`src/rtl/pipeline_ctrl_if.sv`:
```
// Control bundle between the pipeline datapath and its sequencing controller.
// The controller side (master) drives enables, flushes, halt and the counters.
interface pipeline_ctrl_if #(
    parameter int CNT_W = 16
);
    logic             ihit;
    logic             dhit;
    logic             dmem_req_3;
    logic             ld_ex;
    logic [4:0]       ld_wsel_ex;
    logic [4:0]       rs_id;
    logic [4:0]       rt_id;
    logic             use_rt_id;
    logic             branch_taken_3;
    logic             halt_4;

    logic             pc_en;
    logic             ifid_en;
    logic             ifid_flush;
    logic             idex_en;
    logic             idex_flush;
    logic             exmem_en;
    logic             exmem_flush;
    logic             memwb_en;
    logic             halt;
    logic [CNT_W-1:0] stall_cnt;
    logic [CNT_W-1:0] flush_cnt;

    modport master (
        input  ihit, dhit, dmem_req_3, ld_ex, ld_wsel_ex, rs_id, rt_id,
               use_rt_id, branch_taken_3, halt_4,
        output pc_en, ifid_en, ifid_flush, idex_en, idex_flush,
               exmem_en, exmem_flush, memwb_en, halt, stall_cnt, flush_cnt
    );

    modport slave (
        output ihit, dhit, dmem_req_3, ld_ex, ld_wsel_ex, rs_id, rt_id,
               use_rt_id, branch_taken_3, halt_4,
        input  pc_en, ifid_en, ifid_flush, idex_en, idex_flush,
               exmem_en, exmem_flush, memwb_en, halt, stall_cnt, flush_cnt
    );
endinterface

```
`src/rtl/pipeline_ctrl.sv`:
```
// Sequencing controller for the 5-stage pipeline: latch enables/flushes for
// memory freezes, load-use bubbles, taken-branch flushes and halt.
module pipeline_ctrl #(
    parameter int CNT_W = 16
) (
    input  logic                 CLK,
    input  logic                 RST,
    pipeline_ctrl_if.master      bus
);

    typedef enum logic [1:0] {
        RUN   = 2'd0,
        DWAIT = 2'd1,
        HALT  = 2'd2
    } state_t;

    state_t           state;
    state_t           nextState;

    logic             advance;
    logic             hz;
    logic             pcEn;
    logic             ifidEn;
    logic             ifidFlush;
    logic             idexEn;
    logic             idexFlush;
    logic             exmemEn;
    logic             exmemFlush;
    logic             memwbEn;
    logic             stallEvt;
    logic             flushEvt;

    logic             haltQ;
    logic [CNT_W-1:0] stallCnt;
    logic [CNT_W-1:0] flushCnt;

    function automatic logic [CNT_W-1:0] satInc(input logic [CNT_W-1:0] v);
        return (&v) ? v : v + 1'b1;
    endfunction

    always_comb begin
        advance = bus.ihit & (~bus.dmem_req_3 | bus.dhit);
        // Register 0 is never a real dependency, so a load into it never stalls.
        hz = bus.ld_ex & (bus.ld_wsel_ex != 5'd0) &
             ((bus.ld_wsel_ex == bus.rs_id) |
              (bus.use_rt_id & (bus.ld_wsel_ex == bus.rt_id)));
    end

    always_comb begin
        nextState  = state;
        pcEn       = 1'b0;
        ifidEn     = 1'b0;
        ifidFlush  = 1'b0;
        idexEn     = 1'b0;
        idexFlush  = 1'b0;
        exmemEn    = 1'b0;
        exmemFlush = 1'b0;
        memwbEn    = 1'b0;
        stallEvt   = 1'b0;
        flushEvt   = 1'b0;

        if (RST) begin
            nextState  = RUN;
            ifidFlush  = 1'b1;
            idexFlush  = 1'b1;
            exmemFlush = 1'b1;
        end else if (state == HALT) begin
            nextState = HALT;
        end else begin
            nextState = RUN;
            if (bus.halt_4) begin
                nextState = HALT;
            end else if (bus.dmem_req_3 & ~bus.dhit) begin
                nextState = DWAIT;
            end else if (bus.dmem_req_3 & bus.dhit & ~bus.ihit) begin
                // Retire the finished access into MEM/WB and bubble EX/MEM so it is not reissued.
                memwbEn    = 1'b1;
                exmemFlush = 1'b1;
            end else if (~advance) begin
                nextState = RUN;
            end else if (bus.branch_taken_3) begin
                pcEn       = 1'b1;
                ifidEn     = 1'b1;
                idexEn     = 1'b1;
                exmemEn    = 1'b1;
                memwbEn    = 1'b1;
                ifidFlush  = 1'b1;
                idexFlush  = 1'b1;
                exmemFlush = 1'b1;
                flushEvt   = 1'b1;
            end else if (hz) begin
                idexEn     = 1'b1;
                idexFlush  = 1'b1;
                exmemEn    = 1'b1;
                memwbEn    = 1'b1;
            end else begin
                pcEn    = 1'b1;
                ifidEn  = 1'b1;
                idexEn  = 1'b1;
                exmemEn = 1'b1;
                memwbEn = 1'b1;
            end
            stallEvt = ~pcEn;
        end
    end

    always_ff @(posedge CLK) begin
        if (RST) begin
            state    <= RUN;
            haltQ    <= 1'b0;
            stallCnt <= '0;
            flushCnt <= '0;
        end else begin
            state <= nextState;
            haltQ <= (nextState == HALT);
            if (stallEvt) stallCnt <= satInc(stallCnt);
            if (flushEvt) flushCnt <= satInc(flushCnt);
        end
    end

    assign bus.pc_en       = pcEn;
    assign bus.ifid_en     = ifidEn;
    assign bus.ifid_flush  = ifidFlush;
    assign bus.idex_en     = idexEn;
    assign bus.idex_flush  = idexFlush;
    assign bus.exmem_en    = exmemEn;
    assign bus.exmem_flush = exmemFlush;
    assign bus.memwb_en    = memwbEn;
    assign bus.halt        = haltQ;
    assign bus.stall_cnt   = stallCnt;
    assign bus.flush_cnt   = flushCnt;

endmodule
```
`src/flat_wrapper.sv`:
```
// flat-port wrapper written by rule: the top's interface ports become plain ports
module pipeline_ctrl_flat 
#(
    parameter int CNT_W = 16
)
  (CLK, RST, bus_ihit, bus_dhit, bus_dmem_req_3, bus_ld_ex, bus_ld_wsel_ex, bus_rs_id, bus_rt_id, bus_use_rt_id, bus_branch_taken_3, bus_halt_4, bus_pc_en, bus_ifid_en, bus_ifid_flush, bus_idex_en, bus_idex_flush, bus_exmem_en, bus_exmem_flush, bus_memwb_en, bus_halt, bus_stall_cnt, bus_flush_cnt);
  pipeline_ctrl_if #(.CNT_W(CNT_W)) bus_i ();
  input  logic CLK;
  input  logic RST;
  input wire logic [$bits(bus_i.ihit)-1:0] bus_ihit;
  input wire logic [$bits(bus_i.dhit)-1:0] bus_dhit;
  input wire logic [$bits(bus_i.dmem_req_3)-1:0] bus_dmem_req_3;
  input wire logic [$bits(bus_i.ld_ex)-1:0] bus_ld_ex;
  input wire logic [$bits(bus_i.ld_wsel_ex)-1:0] bus_ld_wsel_ex;
  input wire logic [$bits(bus_i.rs_id)-1:0] bus_rs_id;
  input wire logic [$bits(bus_i.rt_id)-1:0] bus_rt_id;
  input wire logic [$bits(bus_i.use_rt_id)-1:0] bus_use_rt_id;
  input wire logic [$bits(bus_i.branch_taken_3)-1:0] bus_branch_taken_3;
  input wire logic [$bits(bus_i.halt_4)-1:0] bus_halt_4;
  output wire logic [$bits(bus_i.pc_en)-1:0] bus_pc_en;
  output wire logic [$bits(bus_i.ifid_en)-1:0] bus_ifid_en;
  output wire logic [$bits(bus_i.ifid_flush)-1:0] bus_ifid_flush;
  output wire logic [$bits(bus_i.idex_en)-1:0] bus_idex_en;
  output wire logic [$bits(bus_i.idex_flush)-1:0] bus_idex_flush;
  output wire logic [$bits(bus_i.exmem_en)-1:0] bus_exmem_en;
  output wire logic [$bits(bus_i.exmem_flush)-1:0] bus_exmem_flush;
  output wire logic [$bits(bus_i.memwb_en)-1:0] bus_memwb_en;
  output wire logic [$bits(bus_i.halt)-1:0] bus_halt;
  output wire logic [$bits(bus_i.stall_cnt)-1:0] bus_stall_cnt;
  output wire logic [$bits(bus_i.flush_cnt)-1:0] bus_flush_cnt;
  assign bus_i.ihit = bus_ihit;
  assign bus_i.dhit = bus_dhit;
  assign bus_i.dmem_req_3 = bus_dmem_req_3;
  assign bus_i.ld_ex = bus_ld_ex;
  assign bus_i.ld_wsel_ex = bus_ld_wsel_ex;
  assign bus_i.rs_id = bus_rs_id;
  assign bus_i.rt_id = bus_rt_id;
  assign bus_i.use_rt_id = bus_use_rt_id;
  assign bus_i.branch_taken_3 = bus_branch_taken_3;
  assign bus_i.halt_4 = bus_halt_4;
  assign bus_pc_en = bus_i.pc_en;
  assign bus_ifid_en = bus_i.ifid_en;
  assign bus_ifid_flush = bus_i.ifid_flush;
  assign bus_idex_en = bus_i.idex_en;
  assign bus_idex_flush = bus_i.idex_flush;
  assign bus_exmem_en = bus_i.exmem_en;
  assign bus_exmem_flush = bus_i.exmem_flush;
  assign bus_memwb_en = bus_i.memwb_en;
  assign bus_halt = bus_i.halt;
  assign bus_stall_cnt = bus_i.stall_cnt;
  assign bus_flush_cnt = bus_i.flush_cnt;
  pipeline_ctrl #(.CNT_W(CNT_W)) u_core (.CLK(CLK), .RST(RST), .bus(bus_i));
endmodule
```
`config.mk`:
```
export PLATFORM = sky130hd
export DESIGN_NAME = pipeline_ctrl_flat
export DESIGN_NICKNAME = d
export VERILOG_FILES = /design/src/rtl/pipeline_ctrl_if.sv /design/src/rtl/pipeline_ctrl.sv /design/src/flat_wrapper.sv
export SDC_FILE = /design/constraint.sdc
export NUM_CORES = 1
export LEC_CHECK = 0
export ABC_AREA = 0
export CORE_UTILIZATION = 38
export DETAILED_ROUTE_END_ITERATION = 8
export PLACE_DENSITY = 0.69
export SYNTH_ARGS = -nofsm -noshare
export SYNTH_HDL_FRONTEND = slang
export SYNTH_SLANG_ARGS = --single-unit
```
`constraint.sdc`:
```
create_clock -name CLK -period 6.1 [get_ports CLK]
set_input_delay 1.83 -clock CLK [delete_from_list [all_inputs] [get_ports CLK]]
set_output_delay 1.83 -clock CLK [all_outputs]
set_load 0.1 [all_outputs]
```
==> out/metrics.csv, run 1 <==
metric;value;unit
status;complete, no violations;
most common cell after layout, fill and taps aside;clkdlybuf4s50_1;
most frequent cells in the layout;clkdlybuf4s50_1, dfxtp_1, nor2_1;
largest net degree at the start of global routing;39;
Ant. Diodes;0;
Total Power;547;µW
HP Class;reg -> reg;
final worst setup slack;0.605;ns
M1 WL;2220;µm
Synth Area per Inst;8.29;µm²
Post CTS Setup Buffer Count;0;
Final Hold Fails;0;
Die ar.;5280;µm²
Synth area leaders;dfxtp_1, xor2_1, nand4_1;
CP cell instances;clkdlybuf4s50_1 -> or4_1 -> o21ai_2 -> nand2b_1 -> nor2_1 -> nor2_2 -> buf_12;
layout cells sized above 1;0.0819;
vias in the first global route;1763;
area of the multi-input gates;1120;µm²
RSZ-0062 raised after global routing;false;
worst path required time;4.27;ns
H-tree lvl count;2;
LEAKAGE;0.000970;µW
Final HPWL DP;3440;µm
Synth Instances;229;
IO Port Bufs;64;
Max-slew headroom;0.324;
clk_skew;0.00651;ns
CTS root buf;clkbuf_8;
post-layout util;0.583;
maximum capacitance violations;0;
Boundary Pins;65;
ANT nets after route;0;
RD Place Congestion;0.769;
total congestion overflow;0;
Post-Route Setup TNS;0;ns
largest area contributor in the netlist;dfxtp_1;
vias per cell;5.33;
fin nets;318;
Top Layer Used;met4;
Met3 Wirelength;255;µm
CTS clk-pin slew, worst paths;0.07;ns
WL met2;2190;µm
Die X;72.7;µm
worst-skew pair later-pin latency;0.29;ns
Area Growth Syn to Fin;46.0;%
number of enable flip-flop cells after synthesis;0;
placed cell areas;2660;µm²
unique cell type count in the Yosys netlist;40;
final setup vio count;0;
WL final;4750;µm
min Tclk post-route;5.49;ns
post-synthesis sequential area ratio;0.369;
Num CTS Buffers;5;
CP Data Arrival Time;3.66;ns
post-synth top area share;0.369;
Initial Util;0.399;
drt drc;0;
worst slew pin tran;1.01;ns
Crit Path Category;in -> out;
Final Max Tran Viols;0;
Max Clk Rate;182;MHz
Storage cell area;701;µm²
Startpoint Class;input port;
drt initial violations;41;
CP max FO;3;
Main synth FF type;dfxtp_1;
row count;25;
FFs w/ async S/R, synth;0;
Filler Cell Count;479;
DR WL/cell;13.2;µm
die span in y;72.7;µm
Period Utilization, post-route;0.901;
clk buf depth;2;
register bit total from synthesis;35;
initial antenna violation count;0;
drt first pass iters;4;
Synth Net Count;255;
pwr dens;197;nW/µm²
crit-path max cell delay;0.56;ns
PostCTS Resize Cnt;0;
Syn. warnings;0;
Max IR drop VDD;0.0905;mV
Core ar.;4750;µm²
CTS tree;yes;
vias;1917;
# hold bufs at CTS;0;
pre-CTS setup slack;0.597;ns
Finished Cell Area;2770;µm²
global-route wire length before repair;7880;µm
Overall Global Routing Usage;0.191;
# clock sinks;35;
endpoint class of the critical path;output pin;
crit path max-delay cell type;or4_1;
Netlist Area Pre-Place;1900;µm²
==> sequential cells by signal, indices dropped and copies added, names as in the netlist <==
name	cells
u_core.bus.flush_cnt	16
u_core.bus.halt	1
u_core.bus.stall_cnt	16
u_core.state	2
==> synth_stat cells (5+ instances only) <==
library cell  number
dfxtp_1           35
nor2_1            28
nand2_1           22
nand4_1           18
xor2_1            14
nand3_1           11
xnor2_1           10
a21oi_1            7
inv_1              6
nor4_1             6
clkbuf_1           5
nor3_1             5
or3_1              5
==> path summary, 6_finish.rpt <==
kind                                  from  depth (start not counted)                  endpoint  slack, ns
setup / recovery         bus_ld_wsel_ex[0]                          7               bus_ifid_en       0.61
hold / removal    u_core.bus.stall_cnt[10]                          2  u_core.bus.stall_cnt[10]       0.52
setup reg to reg   u_core.bus.stall_cnt[0]                          7   u_core.bus.stall_cnt[9]       3.35
hold reg to reg   u_core.bus.stall_cnt[10]                          2  u_core.bus.stall_cnt[10]       0.52
==> power by group <==
part	total [µW]	leakage (µW)	internal (µW)	switching, µW
logic	100	0.000629	38.1	62.0
clock network	213	0.0000581	122	91.0
registers	234	0.000283	231	2.72
total	547	0.000970	391	156
==> worst max-delay path: cells and delay by family <==
kind	cells	cell delay, ns
buf+inv	2	0.67
simple gates	4	0.99
compound gates	1	0.17
==> cells by family after synthesis <==
kind of cell | synth area share
buffers and inverters | 0.0435
adder cells (fa/ha/maj) | 0.0132
multiplexers | 0.0330
AO/OA/AOI/OAI | 0.129
flip-flops | 0.369
AND/OR/NAND/NOR | 0.302
XOR/XNOR | 0.111
==> per-stage QoR <==
step	hold WS, ns	std cells
after floorplan	0.554	229
after global placement	0.500	352
after detailed placement	0.511	352
after CTS	0.523	360
after global routing	0.566	360
final	0.518	360
==> layer usage <==
metal	GRT usage	up-vias
met2	0.320	59
met3	0.0552	15
met5	0	-
li1	-	955
met4	0.0719	0
met1	0.232	888
==> final cells by class <==
class | instances | share of cell area
clock buffer | 5 | 0.0248
clock inverter | 3 | 0.0158
inverter | 6 | 0.00813
multi-input combinational | 179 | 0.405
sequential | 35 | 0.253
tap | 67 | 0.0302
timing repair buffer | 65 | 0.263
Power figures use the tool's default switching activity.
==> run 2: changes to the inputs <==
--- a/config.mk
+++ b/config.mk
@@ -6,6 +6,7 @@
 export NUM_CORES = 1
 export LEC_CHECK = 0
 export ABC_AREA = 0
+export CORE_MARGIN = 5
 export CORE_UTILIZATION = 38
 export DETAILED_ROUTE_END_ITERATION = 8
 export PLACE_DENSITY = 0.69
==> constraint.sdc (replaced) <==
create_clock -name CLK -period 6.1 [get_ports CLK]
set_input_delay 1.83 -clock CLK [delete_from_list [all_inputs] [get_ports CLK]]
set_output_delay 1.83 -clock CLK [all_outputs]
set_load 0.05 [all_outputs]
==> run 2 against run 1 <==
- setup slack lost 0.074 ns
- clock power grew 18%
- wire length grew 6.0%
==> out/metrics.csv, run 2 (synthesis gave the netlist of run 1 again) <==
metric;value;unit;change
Startpoint Class;input port;;
largest net degree at the start of global routing;39;;unchanged
CTS root buf;clkbuf_8;;
pre-CTS setup slack;0.533;ns;-0.0648 ns
Final Hold Fails;0;;unchanged
# hold bufs at CTS;0;;unchanged
Max IR drop VDD;0.0931;mV;+2.8%
Initial Util;0.397;;-0.00261
ANT nets after route;0;;unchanged
drt drc;0;;unchanged
most frequent cells in the layout;clkdlybuf4s50_1, dfxtp_1, nor2_1;;
LEAKAGE;0.000972;µW;+0.24%
worst path required time;4.27;ns;about the same
maximum capacitance violations;0;;unchanged
Core ar.;4790;µm²;+0.66%
H-tree lvl count;2;;unchanged
RSZ-0062 raised after global routing;false;;
Post CTS Setup Buffer Count;0;;unchanged
clk_skew;0.00310;ns;-0.00342 ns
WHS;0.525;ns;+0.00783 ns
placed cell areas;2640;µm²;-0.80%
Final HPWL DP;3700;µm;+7.5%
die span in y;80.7;µm;+11%
total congestion overflow;0;;unchanged
drt initial violations;67;;+63%
CTS tree;yes;;
Post-Route Setup TNS;0;ns;unchanged
endpoint class of the critical path;output pin;;
HP Class;reg -> reg;;
initial antenna violation count;0;;unchanged
row count;25;;unchanged
DR WL/cell;14.0;µm;+6.0%
Boundary Pins;65;;unchanged
global-route wire length before repair;8290;µm;+5.2%
vias per cell;5.20;;-2.3%
drt first pass iters;4;;unchanged
status;complete, no violations;;
Max Clk Rate;180;MHz;-1.3%
Die ar.;6510;µm²;+23%
worst-skew pair later-pin latency;0.29;ns;about the same
WL final;5030;µm;+6.0%
final setup vio count;0;;unchanged
Num CTS Buffers;5;;unchanged
vias in the first global route;1794;;+1.8%
CP max FO;3;;unchanged
post-layout util;0.579;;-0.00407
min Tclk post-route;5.57;ns;+0.0745 ns
Ant. Diodes;0;;unchanged
Overall Global Routing Usage;0.163;;-0.0281
PostCTS Resize Cnt;0;;unchanged
final worst setup slack;0.531;ns;-0.0745 ns
layout cells sized above 1;0.0717;;-0.0102
Period Utilization, post-route;0.913;;+0.0122
Filler Cell Count;458;;-4.4%
Die X;80.7;µm;+11%
vias;1872;;-2.3%
Max-slew headroom;0.366;;+0.0424
CTS clk-pin slew, worst paths;0.07;ns;about the same
most common cell after layout, fill and taps aside;clkdlybuf4s50_1;;
Finished Cell Area;2770;µm²;about the same
pwr dens;205;nW/µm²;+3.7%
clk buf depth;2;;unchanged
Area Growth Syn to Fin;45.9;%;about the same
RD Place Congestion;0.818;;+6.4%
IO Port Bufs;64;;unchanged
worst slew pin tran;0.951;ns;-0.0604 ns
# clock sinks;35;;unchanged
CP Data Arrival Time;3.74;ns;+0.08 ns
Crit Path Category;in -> out;;
fin nets;318;;unchanged
Final Max Tran Viols;0;;unchanged
[run 2: critical path: stages]
cell	delay, ns
clkdlybuf4s50_1	0.48
or4_1	0.56
o21ai_2	0.16
nand2b_1	0.15
nor2_1	0.05
nor2_1	0.32
buf_12	0.19
[run 2: final timing paths]
| check | cells past startpoint | end | from | slack [ns] |
|---|---|---|---|---|
| setup / recovery | 7 | bus_pc_en | bus_ld_wsel_ex[0] | 0.53 |
| hold / removal | 2 | u_core.bus.stall_cnt[10] | u_core.bus.stall_cnt[10] | 0.53 |
| setup reg to reg | 7 | u_core.bus.stall_cnt[9] | u_core.bus.stall_cnt[0] | 3.42 |
| hold reg to reg | 2 | u_core.bus.stall_cnt[10] | u_core.bus.stall_cnt[10] | 0.53 |
[run 2: through the flow]
stage | instances | total power, µW
2_1_floorplan | 229 | 285
3_3_place_gp | 352 | 319
3_5_place_dp | 352 | 320
4_1_cts | 360 | 572
5_1_grt | 360 | 589
6_report | 360 | 567
[run 2: power breakdown]
group	internal, µW	total, µW	switching, µW
clock	163	252	88.6
sequential	231	234	2.48
combinational	36.6	81.2	44.7
[run 2: final cells by class]
type / instances / area, µm² / area share
Clock buffer: 6 / 72.6 / 0.0262
Clock inverter: 2 / 60.1 / 0.0217
Inverter: 6 / 22.5 / 0.00813
Multi-Input combinational cell: 179 / 1110 / 0.402
Sequential cell: 35 / 701 / 0.253
Tap cell: 67 / 83.8 / 0.0303
Timing Repair Buffer: 65 / 716 / 0.258
[run 2: metal layers]
metal  vias up  track usage  wire, µm
met5         -            0         0
met4         0       0.0372        39
met3         4       0.0661       368
met2        56        0.268      2310
met1       856        0.198      2310
li1        956            -         -
==> run 3: changes to the inputs <==
--- a/config.mk
+++ b/config.mk
@@ -6,9 +6,9 @@
 export NUM_CORES = 1
 export LEC_CHECK = 0
 export ABC_AREA = 0
-export CORE_MARGIN = 5
 export CORE_UTILIZATION = 38
 export DETAILED_ROUTE_END_ITERATION = 8
+export GPL_ROUTABILITY_DRIVEN = 0
 export PLACE_DENSITY = 0.69
 export SYNTH_ARGS = -nofsm -noshare
 export SYNTH_HDL_FRONTEND = slang
==> run 3 against run 2 <==
- sequential cell count stayed put
- clock power is 17% lower
- combinational power is 1% lower
- largest power group is now registers
- worst hold slack worse by 0.0017 ns
==> out/metrics.csv, run 3 (synthesis gave the netlist of run 1 again) <==
metric;value;unit;change
CTS root buf;clkbuf_8;;
worst-skew pair later-pin latency;0.29;ns;about the same
RSZ-0062 raised after global routing;false;;
Boundary Pins;65;;unchanged
status;complete, no violations;;
WHS;0.524;ns;-0.00167 ns
Final HPWL DP;3480;µm;-6.0%
die span in y;72.7;µm;-9.9%
Startpoint Class;input port;;
LEAKAGE;0.000965;µW;-0.75%
CP Data Arrival Time;3.76;ns;+0.02 ns
Initial Util;0.399;;+0.00261
row count;25;;unchanged
endpoint class of the critical path;output pin;;
Die ar.;5280;µm²;-19%
Num CTS Buffers;5;;unchanged
Period Utilization, post-route;0.917;;+0.00380
layout cells sized above 1;0.0751;;+0.00341
pwr dens;190;nW/µm²;-6.9%
PostCTS Resize Cnt;0;;unchanged
WL final;4770;µm;-5.2%
total congestion overflow;0;;unchanged
Core ar.;4750;µm²;-0.65%
Crit Path Category;in -> out;;
Area Growth Syn to Fin;44.9;%;
Max-slew headroom;0.369;;+0.00303
maximum capacitance violations;0;;unchanged
most frequent cells in the layout;clkdlybuf4s50_1, dfxtp_1, nor2_1;;
Final Hold Fails;0;;unchanged
H-tree lvl count;2;;unchanged
vias;1864;;-0.43%
reg2reg end;u_core.bus.stall_cnt[11];;
worst path required time;4.27;ns;about the same
Max Clk Rate;179;MHz;-0.41%
clk_skew;0.00732;ns;+0.00422 ns
worst hold start;u_core.bus.stall_cnt[10];;
most common cell after layout, fill and taps aside;clkdlybuf4s50_1;;
R2R depth;7;;unchanged
IO Port Bufs;64;;unchanged
Max IR drop VDD;0.115;mV;+23%
Ant. Diodes;0;;unchanged
# clock sinks;35;;unchanged
clk buf depth;2;;unchanged
Die X;72.7;µm;-9.9%
drt initial violations;79;;+18%
hold path depth;2;;unchanged
CP max FO;3;;unchanged
final setup vio count;0;;unchanged
Filler Cell Count;458;;unchanged
initial antenna violation count;0;;unchanged
worst reg-to-reg setup slack;3.44;ns;+0.02 ns
fin nets;318;;unchanged
HP Class;reg -> reg;;
Final Max Tran Viols;0;;unchanged
vias per cell;5.18;;-0.43%
global-route wire length before repair;7610;µm;-8.2%
Post CTS Setup Buffer Count;0;;unchanged
Overall Global Routing Usage;0.185;;+0.0216
worst slew pin tran;0.946;ns;-0.00454 ns
min Tclk post-route;5.59;ns;+0.0232 ns
drt first pass iters;4;;unchanged
# hold bufs at CTS;0;;unchanged
CTS clk-pin slew, worst paths;0.07;ns;about the same
WHS Endpoint;u_core.bus.stall_cnt[10];;
CTS tree;yes;;
Post-Route Setup TNS;0;ns;unchanged
drt drc;0;;unchanged
vias in the first global route;1642;;-8.5%
DR WL/cell;13.3;µm;-5.2%
worst r2r src;u_core.bus.stall_cnt[0];;
ANT nets after route;0;;unchanged
largest net degree at the start of global routing;38;;-2.6%
## run 3: routing by layer
metal	part of all wire	vias up	track usage
met4	0.016	0	0.0675
met1	0.48	844	0.240
met2	0.46	62	0.304
met3	0.049	9	0.0359
li1	-	949	-
met5	0	-	0
## run 3: cell type report
cell class                 instances  area, µm²  area share
clock buffer                       5       68.8      0.0250
clock inverter                     3       43.8      0.0159
inverter                           6       22.5     0.00819
multi-input combinational        179       1110       0.405
sequential                        35        701       0.255
tap                               67       83.8      0.0305
timing repair buffer              65        716       0.260
## run 3: critical path, stage by stage
cell	delay, ns
clkdlybuf4s50_1	0.46
or4_1	0.56
o21ai_2	0.17
nand2b_1	0.17
nor2_1	0.05
nor2_1	0.32
buf_12	0.19
## run 3: where the power goes
part	total (µW)	switching [µW]	internal (µW)	leakage, µW
combinational	80.4	43.8	36.5	0.000624
sequential	234	2.75	231	0.000283
clock	210	87.9	122	0.0000581
## run 3: how the worst max path moves through the flow
stage | startpoint | end | slack [ns] | cells after the start
6_report | bus_ld_wsel_ex[0] | bus_ifid_en | 0.51 | 7
3_5_place_dp | bus_ld_wsel_ex[0] | bus_ifid_en | 0.52 | 7
3_3_place_gp | bus_ld_wsel_ex[0] | bus_ifid_en | 0.52 | 7
2_1_floorplan | RST | bus_memwb_en | 0.47 | 3
4_1_cts | bus_ld_wsel_ex[0] | bus_ifid_en | 0.50 | 7
5_1_grt | bus_ld_wsel_ex[0] | bus_ifid_en | 0.41 | 7
## run 3: metrics by stage
step,setup WS (ns),total power (µW),cell area (µm²),cells,util
6_report,0.508,524,2750,360,0.578
5_1_grt,0.412,544,2750,360,0.578
4_1_cts,0.505,529,2750,360,0.578
3_5_place_dp,0.519,320,2640,352,0.555
3_3_place_gp,0.523,319,2640,352,0.555
2_1_floorplan,0.475,285,1900,229,-
